## src/rtl/cavlc_scan_stat_pkg.sv

```systemverilog
`default_nettype none
// +-----------------------------------------------------------------------------+
// | Module   : cavlc_scan_stat_pkg                                              |
// | Brief    : Shared constants, accumulator types and per-coefficient update.  |
// | Revision : 1.0                                                              |
// +-----------------------------------------------------------------------------+
package cavlc_scan_stat_pkg;

    localparam int COEFF_W = 16;

    localparam logic [3:0] c_SCAN_INIT   = 4'd0;
    localparam logic [3:0] c_SCAN_CYCLE0 = 4'd1;
    localparam logic [3:0] c_SCAN_CYCLE7 = 4'd8;

    typedef struct packed {
        logic [4:0] cnt;
        logic [3:0] zc;
        logic [3:0] tz;
        logic [1:0] t1;
        logic       t1_open;
        logic [2:0] t1_sign;
    } acc_t;

    localparam acc_t c_ACC_START = '{cnt: 5'd0, zc: 4'd0, tz: 4'd0, t1: 2'd0,
                                     t1_open: 1'b1, t1_sign: 3'd0};

    typedef struct packed {
        acc_t       acc;
        logic       lvl_we;
        logic [3:0] lvl_idx;
        logic       run_we;
        logic [3:0] run_idx;
        logic [3:0] run_val;
    } step_t;

    // One coefficient of the reverse zig-zag walk; the pending zero count
    // becomes the run_before of the previously seen nonzero.
    function automatic step_t step_coeff(input acc_t acc_in, input logic [COEFF_W-1:0] coeff);
        step_t v_res;
        logic  v_unit;
        v_res     = '0;
        v_res.acc = acc_in;
        v_unit    = (coeff == COEFF_W'(1)) || (coeff == {COEFF_W{1'b1}});
        if (coeff != '0) begin
            v_res.lvl_we  = 1'b1;
            v_res.lvl_idx = acc_in.cnt[3:0];
            v_res.run_we  = (acc_in.cnt != 5'd0);
            v_res.run_idx = acc_in.cnt[3:0] - 4'd1;
            v_res.run_val = acc_in.zc;
            v_res.acc.zc  = 4'd0;
            if (acc_in.cnt != 5'd16) begin
                v_res.acc.cnt = acc_in.cnt + 5'd1;
            end
            if (acc_in.t1_open && v_unit && (acc_in.t1 != 2'd3)) begin
                v_res.acc.t1_sign = acc_in.t1_sign | (3'(coeff[COEFF_W-1]) << acc_in.t1);
                v_res.acc.t1      = acc_in.t1 + 2'd1;
            end else begin
                v_res.acc.t1_open = 1'b0;
            end
        end else if (acc_in.cnt != 5'd0) begin
            v_res.acc.zc = acc_in.zc + 4'd1;
            v_res.acc.tz = acc_in.tz + 4'd1;
        end
        return v_res;
    endfunction

endpackage
`default_nettype wire

```

## src/rtl/cavlc_scan_stat_pair.sv

```systemverilog
`default_nettype none
// +-----------------------------------------------------------------------------+
// | Module   : cavlc_pair_stat                                                  |
// | Brief    : Combinational update of the block accumulators by one pair.      |
// | Revision : 1.0                                                              |
// +-----------------------------------------------------------------------------+
module cavlc_pair_stat
    import cavlc_scan_stat_pkg::*;
(
    input  logic [4:0]         i_cnt,
    input  logic [3:0]         i_zc,
    input  logic [3:0]         i_tz,
    input  logic [1:0]         i_t1,
    input  logic               i_t1_open,
    input  logic [2:0]         i_t1_sign,
    input  logic [COEFF_W-1:0] i_coeff_a,
    input  logic [COEFF_W-1:0] i_coeff_b,
    input  logic               i_last,
    output logic [4:0]         o_cnt,
    output logic [3:0]         o_zc,
    output logic [3:0]         o_tz,
    output logic [1:0]         o_t1,
    output logic               o_t1_open,
    output logic [2:0]         o_t1_sign,
    output logic               o_lvl_we_a,
    output logic [3:0]         o_lvl_idx_a,
    output logic               o_lvl_we_b,
    output logic [3:0]         o_lvl_idx_b,
    output logic               o_run_we_a,
    output logic [3:0]         o_run_idx_a,
    output logic [3:0]         o_run_val_a,
    output logic               o_run_we_b,
    output logic [3:0]         o_run_idx_b,
    output logic [3:0]         o_run_val_b,
    output logic               o_fin_we,
    output logic [3:0]         o_fin_idx,
    output logic [3:0]         o_fin_val
);

    acc_t  w_acc_in;
    step_t w_step_a;
    step_t w_step_b;

    assign w_acc_in = {i_cnt, i_zc, i_tz, i_t1, i_t1_open, i_t1_sign};
    assign w_step_a = step_coeff(w_acc_in, i_coeff_a);
    assign w_step_b = step_coeff(w_step_a.acc, i_coeff_b);

    assign o_cnt      = w_step_b.acc.cnt;
    assign o_zc       = w_step_b.acc.zc;
    assign o_tz       = w_step_b.acc.tz;
    assign o_t1       = w_step_b.acc.t1;
    assign o_t1_open  = w_step_b.acc.t1_open;
    assign o_t1_sign  = w_step_b.acc.t1_sign;

    assign o_lvl_we_a  = w_step_a.lvl_we;
    assign o_lvl_idx_a = w_step_a.lvl_idx;
    assign o_lvl_we_b  = w_step_b.lvl_we;
    assign o_lvl_idx_b = w_step_b.lvl_idx;
    assign o_run_we_a  = w_step_a.run_we;
    assign o_run_idx_a = w_step_a.run_idx;
    assign o_run_val_a = w_step_a.run_val;
    assign o_run_we_b  = w_step_b.run_we;
    assign o_run_idx_b = w_step_b.run_idx;
    assign o_run_val_b = w_step_b.run_val;

    // Zeros left below the lowest-frequency nonzero; stored, never coded.
    assign o_fin_we  = i_last && (w_step_b.acc.cnt != 5'd0);
    assign o_fin_idx = w_step_b.acc.cnt[3:0] - 4'd1;
    assign o_fin_val = w_step_b.acc.zc;

endmodule
`default_nettype wire

```

## src/rtl/cavlc_scan_stat.sv

```systemverilog
`default_nettype none
// +-----------------------------------------------------------------------------+
// | Module   : cavlc_scan_stat                                                  |
// | Brief    : CAVLC coefficient statistics with ping-pong level/run buffer.    |
// | Revision : 1.0                                                              |
// +-----------------------------------------------------------------------------+
module cavlc_scan_stat
    import cavlc_scan_stat_pkg::*;
(
    input  logic               clk,
    input  logic               rst,
    input  logic [3:0]         scan_state,
    input  logic               ac_mode,
    input  logic [COEFF_W-1:0] coeff_a,
    input  logic [COEFF_W-1:0] coeff_b,
    output logic               stat_valid,
    output logic [4:0]         total_coeff,
    output logic [1:0]         trailing_ones,
    output logic [2:0]         t1_sign,
    output logic [3:0]         total_zeros,
    input  logic [3:0]         rd_addr,
    output logic [COEFF_W-1:0] rd_level,
    output logic [3:0]         rd_run
);

    acc_t               r_acc;
    logic               r_ac_mode;
    logic               r_wr_bank;
    logic               r_rd_bank;
    logic               r_stat_valid;
    logic [4:0]         r_total_coeff;
    logic [1:0]         r_trailing_ones;
    logic [2:0]         r_t1_sign;
    logic [3:0]         r_total_zeros;
    logic [COEFF_W-1:0] r_lvl [2][16];
    logic [3:0]         r_run [2][16];

    logic               w_scan;
    logic               w_first;
    logic               w_last;
    logic               w_ac;
    logic [COEFF_W-1:0] w_coeff_b;
    acc_t               w_acc_in;
    acc_t               w_acc_nxt;
    logic [4:0]         w_cnt;
    logic [3:0]         w_zc;
    logic [3:0]         w_tz;
    logic [1:0]         w_t1;
    logic               w_t1_open;
    logic [2:0]         w_t1_sign;
    logic               w_lvl_we_a, w_lvl_we_b;
    logic [3:0]         w_lvl_idx_a, w_lvl_idx_b;
    logic               w_run_we_a, w_run_we_b, w_fin_we;
    logic [3:0]         w_run_idx_a, w_run_idx_b, w_fin_idx;
    logic [3:0]         w_run_val_a, w_run_val_b, w_fin_val;

    // Encodings above scan_cycle7 fall outside this window and act as init.
    assign w_scan    = (scan_state >= c_SCAN_CYCLE0) && (scan_state <= c_SCAN_CYCLE7);
    assign w_first   = (scan_state == c_SCAN_CYCLE0);
    assign w_last    = (scan_state == c_SCAN_CYCLE7);
    assign w_ac      = w_first ? ac_mode : r_ac_mode;
    assign w_coeff_b = (w_last && w_ac) ? '0 : coeff_b;
    assign w_acc_in  = w_first ? c_ACC_START : r_acc;
    assign w_acc_nxt = {w_cnt, w_zc, w_tz, w_t1, w_t1_open, w_t1_sign};

    cavlc_pair_stat u_pair (
        .i_cnt       (w_acc_in.cnt),
        .i_zc        (w_acc_in.zc),
        .i_tz        (w_acc_in.tz),
        .i_t1        (w_acc_in.t1),
        .i_t1_open   (w_acc_in.t1_open),
        .i_t1_sign   (w_acc_in.t1_sign),
        .i_coeff_a   (coeff_a),
        .i_coeff_b   (w_coeff_b),
        .i_last      (w_last),
        .o_cnt       (w_cnt),
        .o_zc        (w_zc),
        .o_tz        (w_tz),
        .o_t1        (w_t1),
        .o_t1_open   (w_t1_open),
        .o_t1_sign   (w_t1_sign),
        .o_lvl_we_a  (w_lvl_we_a),
        .o_lvl_idx_a (w_lvl_idx_a),
        .o_lvl_we_b  (w_lvl_we_b),
        .o_lvl_idx_b (w_lvl_idx_b),
        .o_run_we_a  (w_run_we_a),
        .o_run_idx_a (w_run_idx_a),
        .o_run_val_a (w_run_val_a),
        .o_run_we_b  (w_run_we_b),
        .o_run_idx_b (w_run_idx_b),
        .o_run_val_b (w_run_val_b),
        .o_fin_we    (w_fin_we),
        .o_fin_idx   (w_fin_idx),
        .o_fin_val   (w_fin_val)
    );

    always_ff @(posedge clk) begin
        if (rst) begin
            r_acc           <= '0;
            r_ac_mode       <= 1'b0;
            r_wr_bank       <= 1'b0;
            r_rd_bank       <= 1'b0;
            r_stat_valid    <= 1'b0;
            r_total_coeff   <= 5'd0;
            r_trailing_ones <= 2'd0;
            r_t1_sign       <= 3'd0;
            r_total_zeros   <= 4'd0;
        end else begin
            r_stat_valid <= 1'b0;
            if (w_scan) begin
                r_acc <= w_acc_nxt;
            end
            if (w_first) begin
                r_ac_mode <= ac_mode;
            end
            if (w_last) begin
                r_stat_valid    <= 1'b1;
                r_total_coeff   <= w_acc_nxt.cnt;
                r_trailing_ones <= w_acc_nxt.t1;
                r_t1_sign       <= w_acc_nxt.t1_sign;
                r_total_zeros   <= w_acc_nxt.tz;
                r_rd_bank       <= r_wr_bank;
                r_wr_bank       <= ~r_wr_bank;
            end
        end
    end

    // Buffer contents carry no reset; only indices below total_coeff are meaningful.
    always_ff @(posedge clk) begin
        if (w_scan) begin
            if (w_lvl_we_a) r_lvl[r_wr_bank][w_lvl_idx_a] <= coeff_a;
            if (w_lvl_we_b) r_lvl[r_wr_bank][w_lvl_idx_b] <= w_coeff_b;
            if (w_run_we_a) r_run[r_wr_bank][w_run_idx_a] <= w_run_val_a;
            if (w_run_we_b) r_run[r_wr_bank][w_run_idx_b] <= w_run_val_b;
            if (w_fin_we)   r_run[r_wr_bank][w_fin_idx]   <= w_fin_val;
        end
    end

    assign stat_valid    = r_stat_valid;
    assign total_coeff   = r_total_coeff;
    assign trailing_ones = r_trailing_ones;
    assign t1_sign       = r_t1_sign;
    assign total_zeros   = r_total_zeros;
    assign rd_level      = r_lvl[r_rd_bank][rd_addr];
    assign rd_run        = r_run[r_rd_bank][rd_addr];

endmodule
`default_nettype wire

```

## config.mk

```make
export PLATFORM = sky130hd
export DESIGN_NAME = cavlc_scan_stat
export DESIGN_NICKNAME = d
export VERILOG_FILES = /design/src/rtl/cavlc_scan_stat_pkg.sv /design/src/rtl/cavlc_scan_stat_pair.sv /design/src/rtl/cavlc_scan_stat.sv
export SDC_FILE = /design/constraint.sdc
export NUM_CORES = 1
export LEC_CHECK = 0
export CELL_PAD_IN_SITES_DETAIL_PLACEMENT = 1
export CELL_PAD_IN_SITES_GLOBAL_PLACEMENT = 2
export CORE_UTILIZATION = 35
export DETAILED_ROUTE_END_ITERATION = 12
export PLACE_DENSITY_LB_ADDON = 0.3
export RECOVER_POWER = 50
export SKIP_LAST_GASP = 1
export SLEW_MARGIN = 20
export SYNTH_ARGS = -nofsm -noshare
export SYNTH_HDL_FRONTEND = slang
export SYNTH_SLANG_ARGS = --single-unit
```

## constraint.sdc

```tcl
create_clock -name clk -period 5.2 [get_ports clk]
set_input_delay 0.78 -clock clk [delete_from_list [all_inputs] [get_ports clk]]
set_output_delay 0.78 -clock clk [all_outputs]
set_load 0.05 [all_outputs]
```

; ---- After elaboration in Yosys (flattened, before gate mapping)
; Memories as Yosys holds them, arrays and structs flattened. A register that Yosys moved wholly into a read port is not among the register bits.
; Index checks and enable logic that the tools add are counted.
[totals]
reg_bits = 37
mem_bits_rw = 640
input_bits = 43
output_inout_bits = 35
word_cells = 905
mem_count = 2
[classes]
addsub = 11
order_cmp = 13
n_eq_ne = 10
shifts = 2
n_mux = 441
bitwise = 393
n_reduce_logical = 19
[mem_list]
columns = memory, words, word_bits, rd, rd_clocked_by_memory_dff, wr, line
row1 = r_lvl, 2, 256, 1, 1, 1, cavlc_scan_stat.sv:35  ; logic [COEFF_W-1:0] r_lvl [2][16];
row2 = r_run, 2, 64, 1, 1, 1, cavlc_scan_stat.sv:36  ; logic [3:0] r_run [2][16];
[ops]
columns = cell, n
row1 = $mux W256, 2
row2 = $mux W1, 402
row3 = $or A1 B1 Y1, 384
row4 = $mux W64, 3
row5 = $demux W16 S4, 2
row6 = $mux W16, 5
row7 = $bmux W16 S4, 1
row8 = $demux W4 S4, 3
row9 = $mux W20, 2
row10 = $mux W4, 9
row11 = $eq A16 B1 Y1 const B, 2
row12 = $eq A16 B16 Y1 const B, 2
row13 = $reduce_bool A16 Y1, 2
row14 = $ge A5 B5 Y1 const B, 6
row15 = $not A4 Y5, 6
row16 = $lt A5 B1 Y1 const B, 5
row17 = $mux W5, 4
row18 = $mux W19, 1
row19 = $add A4 B1 Y4 const B, 4
row20 = $bmux W4 S4, 1
row21 = $mux W8, 2
row22 = $reduce_bool A5 Y1, 3
row23 = $logic_and A1 B1 Y1, 12
row24 = $sub A4 B1 Y4 const B, 3
row25 = 14 further kinds, 23

; ---- Logic depth before layout (Yosys ltp)
; Gate-level depths: netlist of the first run.
[logic_depth]
ltp_word = 18
ltp_mapped = 20
ltp_nobuf = 18

; ---- Cells and area by module
; From an unflattened synthesis of the first run, not the netlist that was laid out.
[unflattened]
hier_cells = 2656
area_unflattened_um2 = 33269.4
[by_module_without_submodules]
columns = module, n_inst, cells_per_inst, area_each_um2, seq_area_each_um2
row1 = cavlc_scan_stat, 1, 2448, 31876.8, 19979.2
row2 = cavlc_pair_stat, 1, 208, 1392.6, 0.0

; ---- Worst setup path after synthesis of the first run
; Ideal clock, no wire load.
[synth_timing]
path_type = input to register
start = input scan_state[1]
end = memory r_run[0][24] (netlist bit), enable pin
setup_time_ns = 0.329
t_arrival_ns = 4.628
required_time_ns = 4.871
path_slack_ns = 0.243
cell_stages = 19
n_path_buf = 2
cell_sequence = or4b_4 > and2_1 > buf_6 > inv_2 > ha_1 > and4bb_2 > nand2_2 > o21ai_2 > xnor2_4 > inv_4 > ha_1 > a211oi_1 > a31oi_1 > and2_1 > or3b_1 > or3_1 > buf_2 > and3_1 > nor2_1
[synth_via]
elab_chain_cells = 16
elab_cells_between_ends = 56
cone_classes = add/sub (5) / order compare (8) / eq/ne (4) / mux (24) / bitwise (5) / reduce/logical (10)
[synth_lines]
columns = element, line
row1 = "start, declared", cavlc_scan_stat.sv:12  ; input logic [3:0] scan_state,
row2 = $eq A4 B1 Y1, cavlc_scan_stat.sv:59  ; assign w_first = (scan_state == c_SCAN_CYCLE0);
row3 = $mux W19, cavlc_scan_stat.sv:63  ; assign w_acc_in = w_first ? c_ACC_START : r_acc;
row4 = $add A5 B1 Y5 or $ne A5 B5 Y1 (tied branches), "cavlc_scan_stat_pkg.sv:52, cavlc_scan_stat_pkg.sv:51"
row5 = $mux W5, cavlc_scan_stat_pkg.sv:51  ; if (acc_in.cnt != 5'd16) begin
row6 = $mux W5, cavlc_scan_stat_pkg.sv:44  ; if (coeff != '0) begin
row7 = $add A5 B1 Y5 or $ne A5 B5 Y1 (tied branches), "cavlc_scan_stat_pkg.sv:52, cavlc_scan_stat_pkg.sv:51"
row8 = $mux W5, cavlc_scan_stat_pkg.sv:51
row9 = $mux W5, cavlc_scan_stat_pkg.sv:44
row10 = $sub A4 B1 Y4, cavlc_scan_stat_pair.sv:68  ; assign o_fin_idx = w_step_b.acc.cnt[3:0] - 4'd1;
row11 = $not A4 Y5 (implied by the code), cavlc_scan_stat.sv:135  ; if (w_fin_we) r_run[r_wr_bank][w_fin_idx] <= w_fin_val;
row12 = $ge A5 B5 Y1 (implied by the code) or $lt A5 B1 Y1 (tied branches), cavlc_scan_stat.sv:135
row13 = $logic_and A1 B1 Y1 (implied by the code), cavlc_scan_stat.sv:135
row14 = $mux W4 (implied by the code), cavlc_scan_stat.sv:135
row15 = $demux W4 S4, cavlc_scan_stat.sv:135
row16 = $mux W64 (implied by the code), cavlc_scan_stat.sv:135
row17 = $or A1 B1 Y1 (no line) (*), --
row18 = "end, declared", cavlc_scan_stat.sv:36
; Every way passes the cells marked *; elsewhere a longest branch is shown, timed or not.

; ---- Final worst setup path of the first run
[layout_timing]
start = input coeff_a[6]
end = memory r_lvl[0][15] (netlist bit), enable pin
[layout_via]
elab_chain_cells = 10
elab_cells_between_ends = 21
cone_classes = order compare (4) / mux (11) / bitwise (3) / reduce/logical (3)
[layout_lines]
columns = element, line
row1 = "start, declared", cavlc_scan_stat.sv:14  ; input logic [COEFF_W-1:0] coeff_a,
row2 = $reduce_bool A16 Y1 (*), cavlc_scan_stat_pkg.sv:44
row3 = $mux W5, cavlc_scan_stat_pkg.sv:44
row4 = $mux W20, cavlc_scan_stat_pkg.sv:44
row5 = $not A4 Y5 (implied by the code), cavlc_scan_stat.sv:132  ; if (w_lvl_we_b) r_lvl[r_wr_bank][w_lvl_idx_b] <= w_coeff_b;
row6 = $ge A5 B5 Y1 (implied by the code) or $lt A5 B1 Y1 (tied branches), cavlc_scan_stat.sv:132
row7 = $logic_and A1 B1 Y1 (implied by the code), cavlc_scan_stat.sv:132
row8 = $mux W16 (implied by the code), cavlc_scan_stat.sv:132
row9 = $demux W16 S4, cavlc_scan_stat.sv:132
row10 = $mux W256 (implied by the code), cavlc_scan_stat.sv:132
row11 = $or A1 B1 Y1 (no line) (*), --
row12 = "end, declared", cavlc_scan_stat.sv:35
; Marks and branches as above.

==> flow_results.org, run 1 <==
** Timing
- Headroom to the max-slew limit came out at -0.00184.
- At the pin with the least slew margin, the transition time is 1.50 ns.
- Slack of the critical path :: 0.377 ns
- Setup repair after global routing left no endpoint under its margin.
- Hold violation total from the final report :: 0
- Setup Viol. Count Final :: 0
- Fin Clk Skew :: between 0.02 and 0.03 ns
- Max-slew violation count :: 16
- The tightest hold path in the finished design has a slack of roughly 0.46 ns.
- In the finished design, the share of the clock period the worst path needs comes to 0.928.
- Time the final worst path needs with I/O delays and setup :: 4.82 ns
- FMAX :: about 0.21 GHz

** Logic synthesis
- Net count after synthesis :: ~2300
- Yosys warning total :: 0
- The synthesized design contains 678 register bits.
- The synthesized netlist occupies a cell area of 32400 µm².
- Fraction of the yosys area taken by sequential cells :: 0.617
- The netlist uses between 70 and 80 different library cells.
- After technology mapping, the gate count stands at ~2300.
- The synthesized design contains 640 enable-type register cells.
- In the synthesized netlist the dominant register cell turns out to be sky130_fd_sc_hd__edfxtp_1.
- Averaged over all synthesized cells, the footprint is ~14 µm².
- Library cell with the largest summed area after synthesis :: sky130_fd_sc_hd__edfxtp_1
- Fraction of registers with async set or reset after synthesis :: 0
- Largest cells by area after synthesis :: sky130_fd_sc_hd__edfxtp_1, sky130_fd_sc_hd__mux4_2, sky130_fd_sc_hd__o21ai_0
- Area share of the largest cell type after synthesis :: 0.594

** Clocking
- Once the clock tree was built, the setup fixing pass inserted 0 buffers.
- Total number of H-tree levels :: 3
- Clock tree from TritonCTS :: done
- CTS root buf :: sky130_fd_sc_hd__clkbuf_16
- After clock tree synthesis, the flow added hold-fix buffers numbering 0.
- The clock passes through at most 3 buffers.
- Clock Sinks :: slightly below 700
- Once the clock tree was built, the resizer swapped 0 gates to a different size.
- The later pin in the worst-skew pair is clocked with a latency of approximately 0.65 ns.
- Clock tree synthesis inserted a total of 77 buffers.
- After clock tree synthesis, the clock-pin slew on the worst setup and hold paths is roughly 0.060 ns.

** Drt
- After detailed routing, the number of vias per cell comes to approximately 5.6.
- The final layout contains routed wiring with a total length of about 100000 µm.
- For this run, the detailed router's first-pass iteration total came to 5.
- DR DRC count :: 0
- Count of vias placed by the detailed router :: around 21000
- The count of nets left with antenna violations once routing finished came out at 0.
- The detailed router finished its first iteration with between 1500 and 2000 violations.
- In the final routed layout, each cell accounts on average for between 20 and 30 µm.

** Global route
- Initial antenna violation count :: 0
- Pin count of the biggest net entering global routing :: 55
- Total GRT Usage :: 0.219
- Global-route wire length before repair :: ~150000 µm
- Summed over all layers, the global routing overflow is 0.
- Via count of the first global-routing pass :: between 20000 and 25000

** Critical path
- Walking the worst path, the cells encountered are clkdlybuf4s50_1 > nor4_2 > nand4_2 > clkbuf_1 > o21ai_0 > xnor2_1 > nand2_1 > nor3_1 > clkbuf_1 > nand2_1 > a21oi_1 > clkbuf_1.
- Counting stages on the worst path, the most repeated cell is sky130_fd_sc_hd__clkbuf_1.
- Launch point of the critical path :: coeff_a[6]
- The largest single stage delay on the critical path is 1.09 ns.
- Worst reg2reg setup slack :: ~0.81 ns
- In this run the critical register-to-register path is captured at r_lvl[0][222].
- CP endpoint kind :: flop
- Kind of critical path :: primary input to flop
- In this run the critical register-to-register path is launched from r_acc[14].
- Slowest library cell on the worst path :: sky130_fd_sc_hd__clkbuf_1
- Maximum fanout count along the critical path :: 16
- Measured in cells, the most critical reg-to-reg path has a length of 14.
- For the worst setup path, the data arrival time is between 5 and 6 ns.
- The critical path ends at r_lvl[0][15].
- CP Data Required Time :: about 5.4 ns
- STA classifies the critical path startpoint as a primary input.

** Die
- The floorplan step set the die width to between 300 and 400 µm.
- Area of the die :: 93700 µm²
- Starting utilization of the core area :: 0.353
- Core area :: about 92000 µm²
- Row generation in the floorplan step produced between 100 and 150 rows.
- Die Y-Extent :: slightly above 300 µm
- Pin placement for this block handled 78 I/O pins.

** Power
- Power comes to 0.0131 W.
- LEAKAGE :: between 10 and 15 nW
- IR analysis of the VDD net gives a maximum drop of roughly 0.24 mV.
- For this design the ratio of total power to cell area is around 350 nW/µm².

** Placed design
- Worst slack at placement :: -0.153 ns
- After detailed placement, the total cell area comes to 35500 µm².
- After legalization and detailed placement, the total HPWL measured ~67000 µm.
- Placed cell count :: ~3500
- The congestion estimate from routability-driven global placement came to roughly 0.84.
- Number of port buffers :: 77

** Cells and area
- Leaving out filler cells and counting taps, the final layout contains approximately 3700.
- Compared with the post-synthesis result, the final layout area differs by 16.7%.
- 0 antenna diodes ended up in the layout.
- Filler cells :: 9284
- In the final design database the tool counted between 2000 and 2500 nets.
- Of the cells placed in the final design, the portion with a size suffix greater than 1 is 0.226.
- After routing the design area is roughly 38000 µm².

** Run status
- The flow ran to the end, but the final reports show violations.
- The checks that failed: max-capacitance violations, max-slew violations.

** Worst hold path
- The worst hold path belongs to the class flop to flop.

** Flow run
- Number of max-cap violations :: 1
-- cell families (layout without fill, tap and decap cells) --
group                      count (synthesis)  in the layout  share of synthesized area
DFF                                      678            678                      0.617
and+or+nand+nor                          589            589                     0.0841
muxes                                    360            360                      0.190
AOI/OAI and AO/OA                        401            401                     0.0696
buffers and inverters                    220            421                     0.0270
xor gates and xnor gates                  25             25                    0.00851
adders and majority gates                  8              8                    0.00309
-- per-stage QoR --
stage,TNS [ns],utilization
floorplan,0,-
global placement,-0.326,0.387
detailed placement,-6.17,0.387
CTS,0,0.414
global route,0,0.412
finish,0,0.412
-- cells in the mapped netlist (10+ instances only) --
master and instances:
sky130_fd_sc_hd__a21oi_1 48, sky130_fd_sc_hd__nand3_1 20, sky130_fd_sc_hd__and3_1 12, sky130_fd_sc_hd__nor3_1 24
sky130_fd_sc_hd__inv_1 10, sky130_fd_sc_hd__mux2_2 25, sky130_fd_sc_hd__mux2i_1 132, sky130_fd_sc_hd__nor2_1 74
sky130_fd_sc_hd__nand4_1 12, sky130_fd_sc_hd__o21ai_0 275, sky130_fd_sc_hd__clkbuf_1 157, sky130_fd_sc_hd__a31oi_1 13
sky130_fd_sc_hd__buf_1 34, sky130_fd_sc_hd__dfxtp_1 38, sky130_fd_sc_hd__nand2_1 361, sky130_fd_sc_hd__mux4_2 200
sky130_fd_sc_hd__buf_2 13, sky130_fd_sc_hd__and2_1 25, sky130_fd_sc_hd__xor2_1 10, sky130_fd_sc_hd__xnor2_1 12
sky130_fd_sc_hd__a211oi_1 18, sky130_fd_sc_hd__edfxtp_1 640
-- worst min-delay path by stage --
stage / depth (start not counted) / slack (ns) / to / start
floorplan: 2 / 0.43 / r_acc[3] / r_acc[3]
global placement: 2 / 0.44 / flop / r_rd_bank
detailed placement: 2 / 0.45 / flop / r_rd_bank
CTS: 2 / 0.46 / flop / r_rd_bank
global route: 2 / 0.47 / flop / r_rd_bank
finish: 2 / 0.46 / flop / r_rd_bank
-- registers in the layout (all words and copies together) (netlist names), named ones only --
name and count:
r_ac_mode 1, r_acc 19, r_lvl 512, r_rd_bank 1, r_run 128, r_wr_bank 1, stat_valid 1, t1_sign 3
total_coeff 5, total_zeros 4, trailing_ones 2
-- cells in the final DEF, fill, tap and decap left out, types with 12 or more instances in the layout --
master                            netlist  layout
sky130_fd_sc_hd__nand4_1               12      12
sky130_fd_sc_hd__xnor2_1               12      12
sky130_fd_sc_hd__a21oi_1               48      42
sky130_fd_sc_hd__and2_1                25      18
sky130_fd_sc_hd__mux2i_1              132     132
sky130_fd_sc_hd__nand3_1               20      20
sky130_fd_sc_hd__a211oi_1              18      18
sky130_fd_sc_hd__edfxtp_1             640     640
sky130_fd_sc_hd__a31oi_1               13      13
sky130_fd_sc_hd__o21ai_0              275     276
sky130_fd_sc_hd__mux4_2               200     200
sky130_fd_sc_hd__dlygate4sd3_1          0      15
sky130_fd_sc_hd__nor3_1                24      23
sky130_fd_sc_hd__mux2_2                25      24
sky130_fd_sc_hd__nor2_1                74      66
sky130_fd_sc_hd__nand2_1              361     362
sky130_fd_sc_hd__clkdlybuf4s50_1        0      59
sky130_fd_sc_hd__clkbuf_16              0      77
sky130_fd_sc_hd__dfxtp_1               38      37
sky130_fd_sc_hd__buf_4                  0     150
sky130_fd_sc_hd__buf_12                 0      13
sky130_fd_sc_hd__clkinv_1               0      16
sky130_fd_sc_hd__clkbuf_1             157      37
sky130_fd_sc_hd__and3_1                12      12
-- final cells by class --
cell class	count	area, µm²	area share
flip-flops and latches	678	20000	0.529
multi-input cells	1383	11500	0.305
repair buffers	269	2270	0.0602
clock buffers	95	1990	0.0528
well taps	1186	1480	0.0393
clock inverters	45	484	0.0128
inverters	12	47.5	0.00126
-- critical path, delay by kind of cell --
family | cells | cell delay, ns
XOR/XNOR | 1 | 0.23
buffers and inverters | 4 | 2.04
AO/OA/AOI/OAI | 2 | 0.48
AND/OR/NAND/NOR | 5 | 1.49
-- power by group --
group	total, W	switching [W]	internal (W)
registers	0.00622	0.0000507	0.00617
clock network	0.00537	0.00230	0.00307
logic	0.00153	0.000991	0.000535
total	0.0131	0.00334	0.00977
-- per-layer routing --
layer,GRT usage,share of wire,up-vias
met2,0.394,0.52,495
met3,0.0258,0.040,167
li1,-,-,9076
met4,0.0650,0.026,0
met1,0.276,0.41,10900
met5,0,0,-
Power figures use the tool's default switching activity.
==> run 2: changes to the inputs <==
--- a/config.mk
+++ b/config.mk
@@ -10,7 +10,7 @@
 export CORE_UTILIZATION = 35
 export DETAILED_ROUTE_END_ITERATION = 12
 export PLACE_DENSITY_LB_ADDON = 0.3
-export RECOVER_POWER = 50
+export REMOVE_ABC_BUFFERS = 1
 export SKIP_LAST_GASP = 1
 export SLEW_MARGIN = 20
 export SYNTH_ARGS = -nofsm -noshare
==> flow_results.org, run 2 (same netlist as run 1, synthesis figures left out) <==
** Global route
- The largest net degree at the start of global routing came to 41 (-25%).
- The leftover overflow at the end of global routing is 0 (unchanged).
- The first-pass GRT wire length is 156000 µm (+3.6%).
- Initial antenna violation count :: 1 (+1)
- Via count of the first global-routing pass :: 22800 (+2.3%)
- The global router's overall resource usage came to 0.230 (+0.0105).

** Timing
- The worst setup skew after layout came to 0.0501 ns (+0.0221 ns).
- The worst hold slack after final layout came to 0.446 ns (-0.0112 ns).
- The setup-violating endpoint count in the final report is 0 (unchanged).
- The final hold violation count is 0 (unchanged).
- The total count of max-transition violations in the final report is 0 (-16).
- The transition time at the pin with the least slew margin is 1.10 ns (-0.400 ns).
- Post-route clock period utilization :: 0.955 (+0.0278)
- Time the final worst path needs with I/O delays and setup :: 4.97 ns (+0.144 ns)
- The remaining max-slew budget at the tightest pin came to 0.265 (+0.267).
- FMAX :: 0.201 GHz (-2.9%)
- Setup repair after global routing missed its margin :: no

** Drt
- The via density per instance was 5.74 (+2.0%).
- The routed length per placed instance is 29.1 µm (+4.2%).
- Post-Route WL :: 108000 µm (+4.9%)
- The post-route antenna net violation count is 0 (unchanged).
- Pre-antenna DRT Iters :: 5 (unchanged)
- Count of vias placed by the detailed router :: 21200 (+2.6%)
- The number of DRC violations after detailed routing came to 0 (unchanged).
- Initial DRC Count :: 1744 (-0.11%)

** Cells and area
- Filler cells :: 9176 (-1.2%)
- The number of flip-flops in the largest register was 512 (unchanged).
- Largest registers ranked by flip-flop count :: r_lvl x512, r_run x128, r_acc x19
- Number of antenna diodes :: 0 (unchanged)
- The fraction of final layout cells with drive strength greater than 1 is 0.251 (+0.0255).
- Register with the highest flop count :: r_lvl
- Commonest non-fill, non-tap cell in the layout :: sky130_fd_sc_hd__edfxtp_1
- Finished Core Util :: 0.424 (+0.0116)
- The net count reported at finish came to 2492 (+0.81%).
- The area growth from synthesis to layout is 20.0%.
- Commonest non-fill, non-tap cells in the layout :: sky130_fd_sc_hd__edfxtp_1, sky130_fd_sc_hd__nand2_1, sky130_fd_sc_hd__o21ai_0

** Clocking
- Number of cells upsized or downsized after cts :: 0 (unchanged)
- The total number of H-tree levels is 3 (unchanged).
- CTS root buf :: sky130_fd_sc_hd__clkbuf_16
- The buffers inserted during post-CTS setup optimization was 0 (unchanged).
- The sink count of the clock tree was 678 (unchanged).
- Number of hold-repair buffers added at the cts stage :: 0 (unchanged)
- The total CTS buffers is 77 (unchanged).
- Clock transition at the register clock pins on the worst setup and hold paths after CTS :: 0.06 ns (about the same)
- TritonCTS built the clock tree.
- The insertion delay to the later sink of the worst-skew pair was 0.66 ns (about the same).
- The deepest clock path buffer count came to 3 (unchanged).

** Flow run
- The max capacitance violation total came to 0 (-1).

** Power
- The reported leakage power was 13.5 nW (+3.3%).
- Cell area power density :: 360 nW/µm² (+3.7%)
- The maximum resistive drop on vdd is 0.264 mV (+8.3%).
- The post-layout total power came to 0.0140 W (+6.6%).

** Die
- The overall die width was 306 µm (unchanged).
- Die Y-Extent :: 306 µm (unchanged)
- Cell Rows :: 111 (unchanged)
- IO Pins :: 78 (unchanged)
- Starting utilization of the core area :: 0.353 (unchanged)
- The die footprint was 93700 µm² (unchanged).
- Core area :: 91700 µm² (unchanged)

** Run status
- Status :: completed

** Critical path
- Maximum fanout count along the critical path :: 28 (+12)
- Sort of element at the start of the critical path :: flop
- Kind of critical path :: flop to output port
- The worst setup path is captured at an output port.
- The critical path data arrival time came to 4.19 ns (-0.86 ns).
- CP Data Required Time :: 4.42 ns (-1.01 ns)

** Worst hold path
- Class of the worst hold path :: flop to flop

** Placed design
- The count of buffers from port buffering is 77 (unchanged).
- The routability congestion estimate from global placement was 0.847 (+0.28%).
- Detailed Place HPWL :: 69800 µm (+3.9%)
## run 2: changes by cell type in the layout (fill, tap and decap cells not counted), moves of 6 or more
cell / before / now
sky130_fd_sc_hd__buf_12: 13 / 37
sky130_fd_sc_hd__and2_0: 7 / 0
sky130_fd_sc_hd__a21oi_2: 7 / 13
sky130_fd_sc_hd__buf_4: 150 / 176
sky130_fd_sc_hd__clkdlybuf4s50_1: 59 / 74
sky130_fd_sc_hd__and2_1: 18 / 25
sky130_fd_sc_hd__clkbuf_2: 10 / 0
sky130_fd_sc_hd__clkbuf_1: 37 / 9
sky130_fd_sc_hd__bufinv_16: 6 / 20
sky130_fd_sc_hd__a21oi_1: 42 / 36
sky130_fd_sc_hd__dlygate4sd3_1: 15 / 0
## run 2: area by class of cell
class | instances | area (µm²) | share of cell area
repair buffers | 289 | 2820 | 0.0726
clock inverters | 56 | 902 | 0.0232
well taps | 1186 | 1480 | 0.0382
flip-flops and latches | 678 | 20000 | 0.515
inverters | 12 | 47.5 | 0.00122
clock buffers | 87 | 1990 | 0.0511
multi-input cells | 1383 | 11600 | 0.299
## run 2: path summary, 6_finish.rpt
check,startpoint,to,slack [ns],cells past startpoint
max,flop,rd_level[7],0.23,5
min,r_rd_bank,flop,0.45,2
max reg2reg,r_acc[14],r_run[0][2],0.94,13
min reg2reg,r_rd_bank,flop,0.45,2
## run 2: where the power goes
group / internal [W] / total [W] / switching [W]
sequential: 0.00616 / 0.00622 / 0.0000524
clock: 0.00379 / 0.00617 / 0.00238
combinational: 0.000569 / 0.00159 / 0.00102
## run 2: through the flow
stage          worst slack [ns]  cells  TNS [ns]  instance area, µm²
2_1_floorplan             -3.67   2073    -84.22               31500
3_3_place_gp             0.0231   3548         0               35900
3_5_place_dp            -0.0718   3548     -2.92               35900
4_1_cts                   0.182   3691         0               38800
5_1_grt                   0.119   3691         0               38800
6_report                  0.233   3691         0               38800
## run 2: routing by layer
| layer | part of all wire | GRT usage | vias up |
|---|---|---|---|
| li1 | - | - | 9118 |
| met1 | 0.40 | 0.284 | 11100 |
| met2 | 0.51 | 0.409 | 747 |
| met3 | 0.058 | 0.0326 | 208 |
| met4 | 0.035 | 0.0799 | 2 |
| met5 | 0.00012 | 0 | - |
## run 2: critical path, cell delays in order, from the launching register on
cell and delay, ns:
sky130_fd_sc_hd__dfxtp_4 0.88, sky130_fd_sc_hd__buf_4 0.37, sky130_fd_sc_hd__mux4_2 0.56, sky130_fd_sc_hd__mux4_2 0.56, sky130_fd_sc_hd__mux2_2 0.31, sky130_fd_sc_hd__clkdlybuf4s50_1 0.82
